**config.mk**
```make
export PLATFORM = sky130hd
export DESIGN_NAME = hazard_sb
export DESIGN_NICKNAME = d
export VERILOG_FILES = /design/src/rtl/hazard_sb.sv
export SDC_FILE = /design/constraint.sdc
export NUM_CORES = 1
export LEC_CHECK = 0
export BUFFER_PORTS_ARGS = -buffer_cell sky130_fd_sc_hd__buf_4
export CELL_PAD_IN_SITES_DETAIL_PLACEMENT = 0
export CELL_PAD_IN_SITES_GLOBAL_PLACEMENT = 1
export CORE_MARGIN = 2
export CORE_UTILIZATION = 43
export CTS_BUF_LIST = sky130_fd_sc_hd__clkbuf_2
export DETAILED_ROUTE_END_ITERATION = 10
export HOLD_SLACK_MARGIN = 0.03
export PLACE_DENSITY = 0.84
export REMOVE_ABC_BUFFERS = 1
export SLEW_MARGIN = 40
export SYNTH_ARGS = -nofsm -noshare
export SYNTH_HDL_FRONTEND = slang
export SYNTH_SLANG_ARGS = --single-unit
```
**constraint.sdc**
```tcl
create_clock -name clk -period 4.52 [get_ports clk]
set_input_delay 0.226 -clock clk [delete_from_list [all_inputs] [get_ports clk]]
set_output_delay 0.226 -clock clk [all_outputs]
set_load 0.01 [all_outputs]
```
**src/rtl/hazard_sb.sv**
```systemverilog
// hazard_sb: pipeline hazard scoreboard, forwarding select,
// MDU hold FSM and stall/flush performance counters.
//
// Ports:
//   clk, resetn            clock, async active-low reset
//   ra                     D-stage sources, port i at [i*AW +: AW]
//   e/m/w_wa, e/m/w_wen    destination and write enable per stage
//   e_is_load, e_mdu       E instruction is a load / mul-div
//   pc_sel                 redirect resolved in E
//   imem_wait, dmem_wait   memory not ready
//   pc/f/d/e/m_ctl         00 stream, 01 flush, 11 keep
//   fwd_sel                per port: 00 rf, 01 E, 10 M, 11 W
//   mdu_busy               FSM in RUN
//   stall_cnt, flush_cnt   saturating event counters
module hazard_sb #(
  parameter int NRP     = 2,
  parameter int AW      = 5,
  parameter int MDU_LAT = 4,
  parameter int CW      = 32
) (
  input  logic              clk,
  input  logic              resetn,
  input  logic [NRP*AW-1:0] ra,
  input  logic [AW-1:0]     e_wa,
  input  logic [AW-1:0]     m_wa,
  input  logic [AW-1:0]     w_wa,
  input  logic              e_wen,
  input  logic              m_wen,
  input  logic              w_wen,
  input  logic              e_is_load,
  input  logic              e_mdu,
  input  logic              pc_sel,
  input  logic              imem_wait,
  input  logic              dmem_wait,
  output logic [1:0]        pc_ctl,
  output logic [1:0]        f_ctl,
  output logic [1:0]        d_ctl,
  output logic [1:0]        e_ctl,
  output logic [1:0]        m_ctl,
  output logic [NRP*2-1:0]  fwd_sel,
  output logic              mdu_busy,
  output logic [CW-1:0]     stall_cnt,
  output logic [CW-1:0]     flush_cnt
);

  localparam int CNTW = $clog2(MDU_LAT) + 1;

  localparam logic [1:0] STRM = 2'b00;
  localparam logic [1:0] FLSH = 2'b01;
  localparam logic [1:0] KEEP = 2'b11;

  typedef enum logic {
    IDLE = 1'b0,
    RUN  = 1'b1
  } state_e;

  state_e          state_q, state_d;
  logic [CNTW-1:0] cnt_q, cnt_d;
  logic [CW-1:0]   stall_q, stall_d;
  logic [CW-1:0]   flush_q, flush_d;

  logic mdu_hold;
  logic load_use;
  logic redirect;

  // Hold covers the issue cycle plus MDU_LAT-1 RUN cycles;
  // the cnt==0 RUN cycle only holds while dmem is stalling.
  always_comb begin
    state_d  = state_q;
    cnt_d    = cnt_q;
    mdu_hold = 1'b0;
    unique case (state_q)
      IDLE: begin
        if (e_mdu) begin
          mdu_hold = 1'b1;
          state_d  = RUN;
          cnt_d    = CNTW'(MDU_LAT - 1);
        end
      end
      RUN: begin
        if (cnt_q != '0) begin
          mdu_hold = 1'b1;
          cnt_d    = cnt_q - CNTW'(1);
        end else if (dmem_wait) begin
          mdu_hold = 1'b1;
        end else begin
          state_d = IDLE;
        end
      end
    endcase
  end

  always_comb begin
    load_use = 1'b0;
    fwd_sel  = '0;
    for (int i = 0; i < NRP; i++) begin
      if (ra[i*AW +: AW] != '0) begin
        if (e_wen && e_is_load &&
            e_wa == ra[i*AW +: AW])
          load_use = 1'b1;
        // A load result is not ready in E.
        if (e_wen && !e_is_load &&
            e_wa == ra[i*AW +: AW])
          fwd_sel[i*2 +: 2] = 2'b01;
        else if (m_wen &&
                 m_wa == ra[i*AW +: AW])
          fwd_sel[i*2 +: 2] = 2'b10;
        else if (w_wen &&
                 w_wa == ra[i*AW +: AW])
          fwd_sel[i*2 +: 2] = 2'b11;
      end
    end
    if (!resetn)
      fwd_sel = '0;
  end

  always_comb begin
    pc_ctl   = STRM;
    f_ctl    = STRM;
    d_ctl    = STRM;
    e_ctl    = STRM;
    m_ctl    = STRM;
    redirect = 1'b0;
    if (!resetn) begin
      pc_ctl = KEEP;
      f_ctl  = FLSH;
      d_ctl  = FLSH;
      e_ctl  = FLSH;
      m_ctl  = FLSH;
    end else if (dmem_wait || mdu_hold) begin
      pc_ctl = KEEP;
      f_ctl  = KEEP;
      d_ctl  = KEEP;
      e_ctl  = KEEP;
      m_ctl  = FLSH;
    end else if (imem_wait) begin
      pc_ctl = KEEP;
      f_ctl  = FLSH;
      // Keep the redirect alive in E until
      // the fetch side can take it.
      if (pc_sel) begin
        d_ctl = KEEP;
        e_ctl = FLSH;
      end
    end else if (pc_sel) begin
      f_ctl    = FLSH;
      d_ctl    = FLSH;
      redirect = 1'b1;
    end else if (load_use) begin
      pc_ctl = KEEP;
      f_ctl  = KEEP;
      d_ctl  = FLSH;
    end
  end

  always_comb begin
    stall_d = stall_q;
    flush_d = flush_q;
    if (pc_ctl == KEEP && stall_q != '1)
      stall_d = stall_q + CW'(1);
    if (redirect && flush_q != '1)
      flush_d = flush_q + CW'(1);
  end

  always_ff @(posedge clk or negedge resetn) begin
    if (!resetn) begin
      state_q <= IDLE;
      cnt_q   <= '0;
      stall_q <= '0;
      flush_q <= '0;
    end else begin
      state_q <= state_d;
      cnt_q   <= cnt_d;
      stall_q <= stall_d;
      flush_q <= flush_d;
    end
  end

  assign mdu_busy  = (state_q == RUN);
  assign stall_cnt = stall_q;
  assign flush_cnt = flush_q;

endmodule

```
==> results.md <==
* Status: finished, final reports clean
* DP Wirelength at 6960 µm
* Worst hold endpoint: flush_cnt[24]
* Final global-route overflow total at 0
* Max clock buf depth at 2
* Antenna Nets Post-Route at 0
* Clk slew on worst S/H paths at 210 ps
* IO Pins at 114
* Worst vdd ir at 266 µV
* Core area at 8640 µm²
* Worst hold path stage count at 4
* Register area at 1700 µm²
* Vias at 3276
* Pwr dens at 335 nW/µm²
* Internal reg-to-reg setup slack at 1620 ps
* CTS H-tree lvls at 3
* Total Routing Usage GR at 19.8%
* Count of input and output buffers at 112
* Max-Slew Margin vs Limit at 47.0%
* Crit-path leading delay family: compound AO/OA/AOI/OAI gates
* Startpoint types: register
* CTS root buf: clkbuf_2
* Setup violators final at 0
* Final slew viol count at 0
* Vias in the first global route at 3173
* Reg2Reg Depth at 8
* Layout cells sized above 1 at 26.9%
* Mean Syn Cell Area at 9.70 µm²
* First-pass iteration count of the detailed router at 4
* Via-to-Cell Ratio at 5.25
* CP max stage cell: a21oi_1
* Largest stage delay, worst path at 470 ps
* Worst-skew pair later-pin latency at 500 ps
* Pre-CTS WS at 1670 ps
* Asr flop ratio synth at 100%
* CTS tree: done
* Area growth, synth to finish at 29.9%
* # fillers at 810
* Detailed-route wire length at 9210 µm
* Final Hold Fails at 0
* Largest net degree at the start of global routing at 77
* Die height at 97.9 µm
* Primary FF master, synth: dfrtp_1
* Final RePlAce weighted congestion at 0.806
* DRT iter0 DRCs at 83
* Hold Crit Class: in -> reg
* Final setup TNS at 0 ps
* Worst path buffer plus inverter count at 3
* Most frequent cells in the layout: buf_4 (112), dfrtp_1 (68), xor2_1 (50), xnor2_1 (41), nand2_1 (39)
* RSZ-0062 raised after global routing: no
* Distinct cells, synth at 43
* Max Fclk at 319 MHz
* Worst setup EP type: primary output
* Die W at 97.9 µm
* Post-Syn Instances at 391
* Net count, final at 550
* DR WL/cell at 14.8 µm
* Worst Path Arrival at 2910 ps
* First-pass GRT wire length at 15600 µm
* FF+latch count, synth at 68
* TritonCTS buffer count at 9
* Worst r2r dst: stall_cnt[1]
* Die area at 9590 µm²
* Diodes inserted at 0
* CTS Sinks at 68
* Max cap viols at 0
* # DRC at 0
* CP Class: reg -> out
* CP Cell Sequence: inv_1, ha_1, ha_1, nand2_1, a21oi_1, nand2_1, a21oi_1, inv_1, buf_4
* Crit Reg-Reg Startpoint: cnt_q[0]
* Initial core utilization at 43.9%
* Initial antenna violation count at 0
* Area of the multi-input gates at 2000 µm²
* Post-cts resize count at 0
* Post-synth EDFFs at 0
* Pleak at 0.00234 µW
* Most common cell after layout, fill and taps aside: buf_4
* Setup Skew at 37.2 ps
* Hold Startpoint: pc_sel
* Crit Path Max Fanout at 7
* Worst Path Required at 4290 ps
* Row count at 34
* Final Cycle Share at 69.4%
* Synth Warn # at 0
* Cell Area, Synth at 3790 µm²
* Tmin final at 3140 ps
* Sequential-to-total area share from yosys stat at 44.9%
* Post-route setup slack at 1380 ps
* Least-Margin Pin Slew at 792 ps
Yosys cell counts, types with 2 or more instances:
master	n	area [µm²]
dfrtp_1	68	1700
xor2_1	50	438
xnor2_1	41	359
nand2_1	39	146
nor2_1	32	120
nand3_1	26	130
nor3_1	18	90.1
nand4_1	16	100
nor4_1	15	93.8
inv_1	13	48.8
a21oi_1	9	45.0
and3_1	8	50.1
nor2b_1	5	31.3
and4_1	4	35.0
ha_1	4	50.1
nor3b_1	4	30.0
o21ai_0	4	20.0
buf_2	3	15.0
nand2b_1	3	18.8
or4_1	3	22.5
and2_1	2	12.5
buf_4	2	15.0
o32ai_1	2	17.5
worst min-delay path: stages:
cell and delay (ps):
buf_4 120, and2_1 150, nand4_1 110, mux2i_1 80
kinds of logic (layout without fill, tap and decap cells):
| logic type | Yosys count | in the layout | share of synthesized area, % |
|---|---|---|---|
| and+or+nand+nor | 181 | 181 | 24.6 |
| xor gates and xnor gates | 91 | 91 | 21.0 |
| DFF | 68 | 68 | 44.9 |
| AOI/OAI and AO/OA | 23 | 23 | 4.52 |
| buffers and inverters | 20 | 145 | 2.77 |
| adders and majority gates | 4 | 4 | 1.32 |
| muxes | 3 | 3 | 0.857 |
| other | 1 | 1 | 0.0988 |
per-stage QoR:
| step | instance area, µm² | utilization (%) | std cells | power, µW | hold slack, ps |
|---|---|---|---|---|---|
| 2_1_floorplan | 3740 | - | 384 | 987 | -69.6 |
| 3_3_place_gp | 4720 | 54.7 | 605 | 1180 | 480 |
| 3_5_place_dp | 4740 | 54.9 | 605 | 1190 | 412 |
| 4_1_cts | 4930 | 57.1 | 624 | 1670 | 168 |
| 5_1_grt | 4930 | 57.1 | 624 | 1750 | 180 |
| 6_report | 4930 | 57.1 | 624 | 1650 | 205 |
per-layer routing:
layer | track usage, % | vias up | part of all wire, %
met3 | 4.37 | 13 | 5.6
met2 | 31.6 | 88 | 49
met5 | 0 | - | 0
met4 | 5.77 | 0 | 1.3
met1 | 27.1 | 1576 | 44
li1 | - | 1599 | -
sequential cells by signal, summed over array words and instances (netlist names):
register	count
flush_cnt	32
cnt_q	3
stall_cnt	32
mdu_busy	1
cell type report:
cell class                      count  area share [%]
Clock buffer                       10            1.02
Multi-Input combinational cell    303            40.6
Clock inverter                      6            2.26
Sequential cell                    68            34.5
Timing Repair Buffer              116            17.9
Inverter                           13           0.990
Tap cell                          108            2.74
what timing repair did:
item,in CTS,in global routing
endpoints found under the hold margin,71,0
endpoints found under the setup margin,0,0
hold buffers,3,0
buffers inserted,0,0
how the worst max path moves through the flow:
stage	cells after the start	slack (ps)	startpoint	end
2_1_floorplan	9	1850	cnt_q[0]	flush_cnt[12]
3_3_place_gp	9	1540	cnt_q[0]	flush_cnt[12]
3_5_place_dp	8	1670	cnt_q[0]	stall_cnt[1]
4_1_cts	9	1350	cnt_q[0]	pc_ctl[0]
5_1_grt	9	1120	cnt_q[0]	pc_ctl[0]
6_report	9	1380	cnt_q[0]	pc_ctl[0]
power by group:
part	total [µW]	internal [µW]	switching (µW)	leakage (µW)
Combinational	420	211	209	0.00136
Sequential	761	677	84.0	0.000890
Clock	473	242	232	0.0000925
Note: power is estimated with default switching activity, not from simulation.
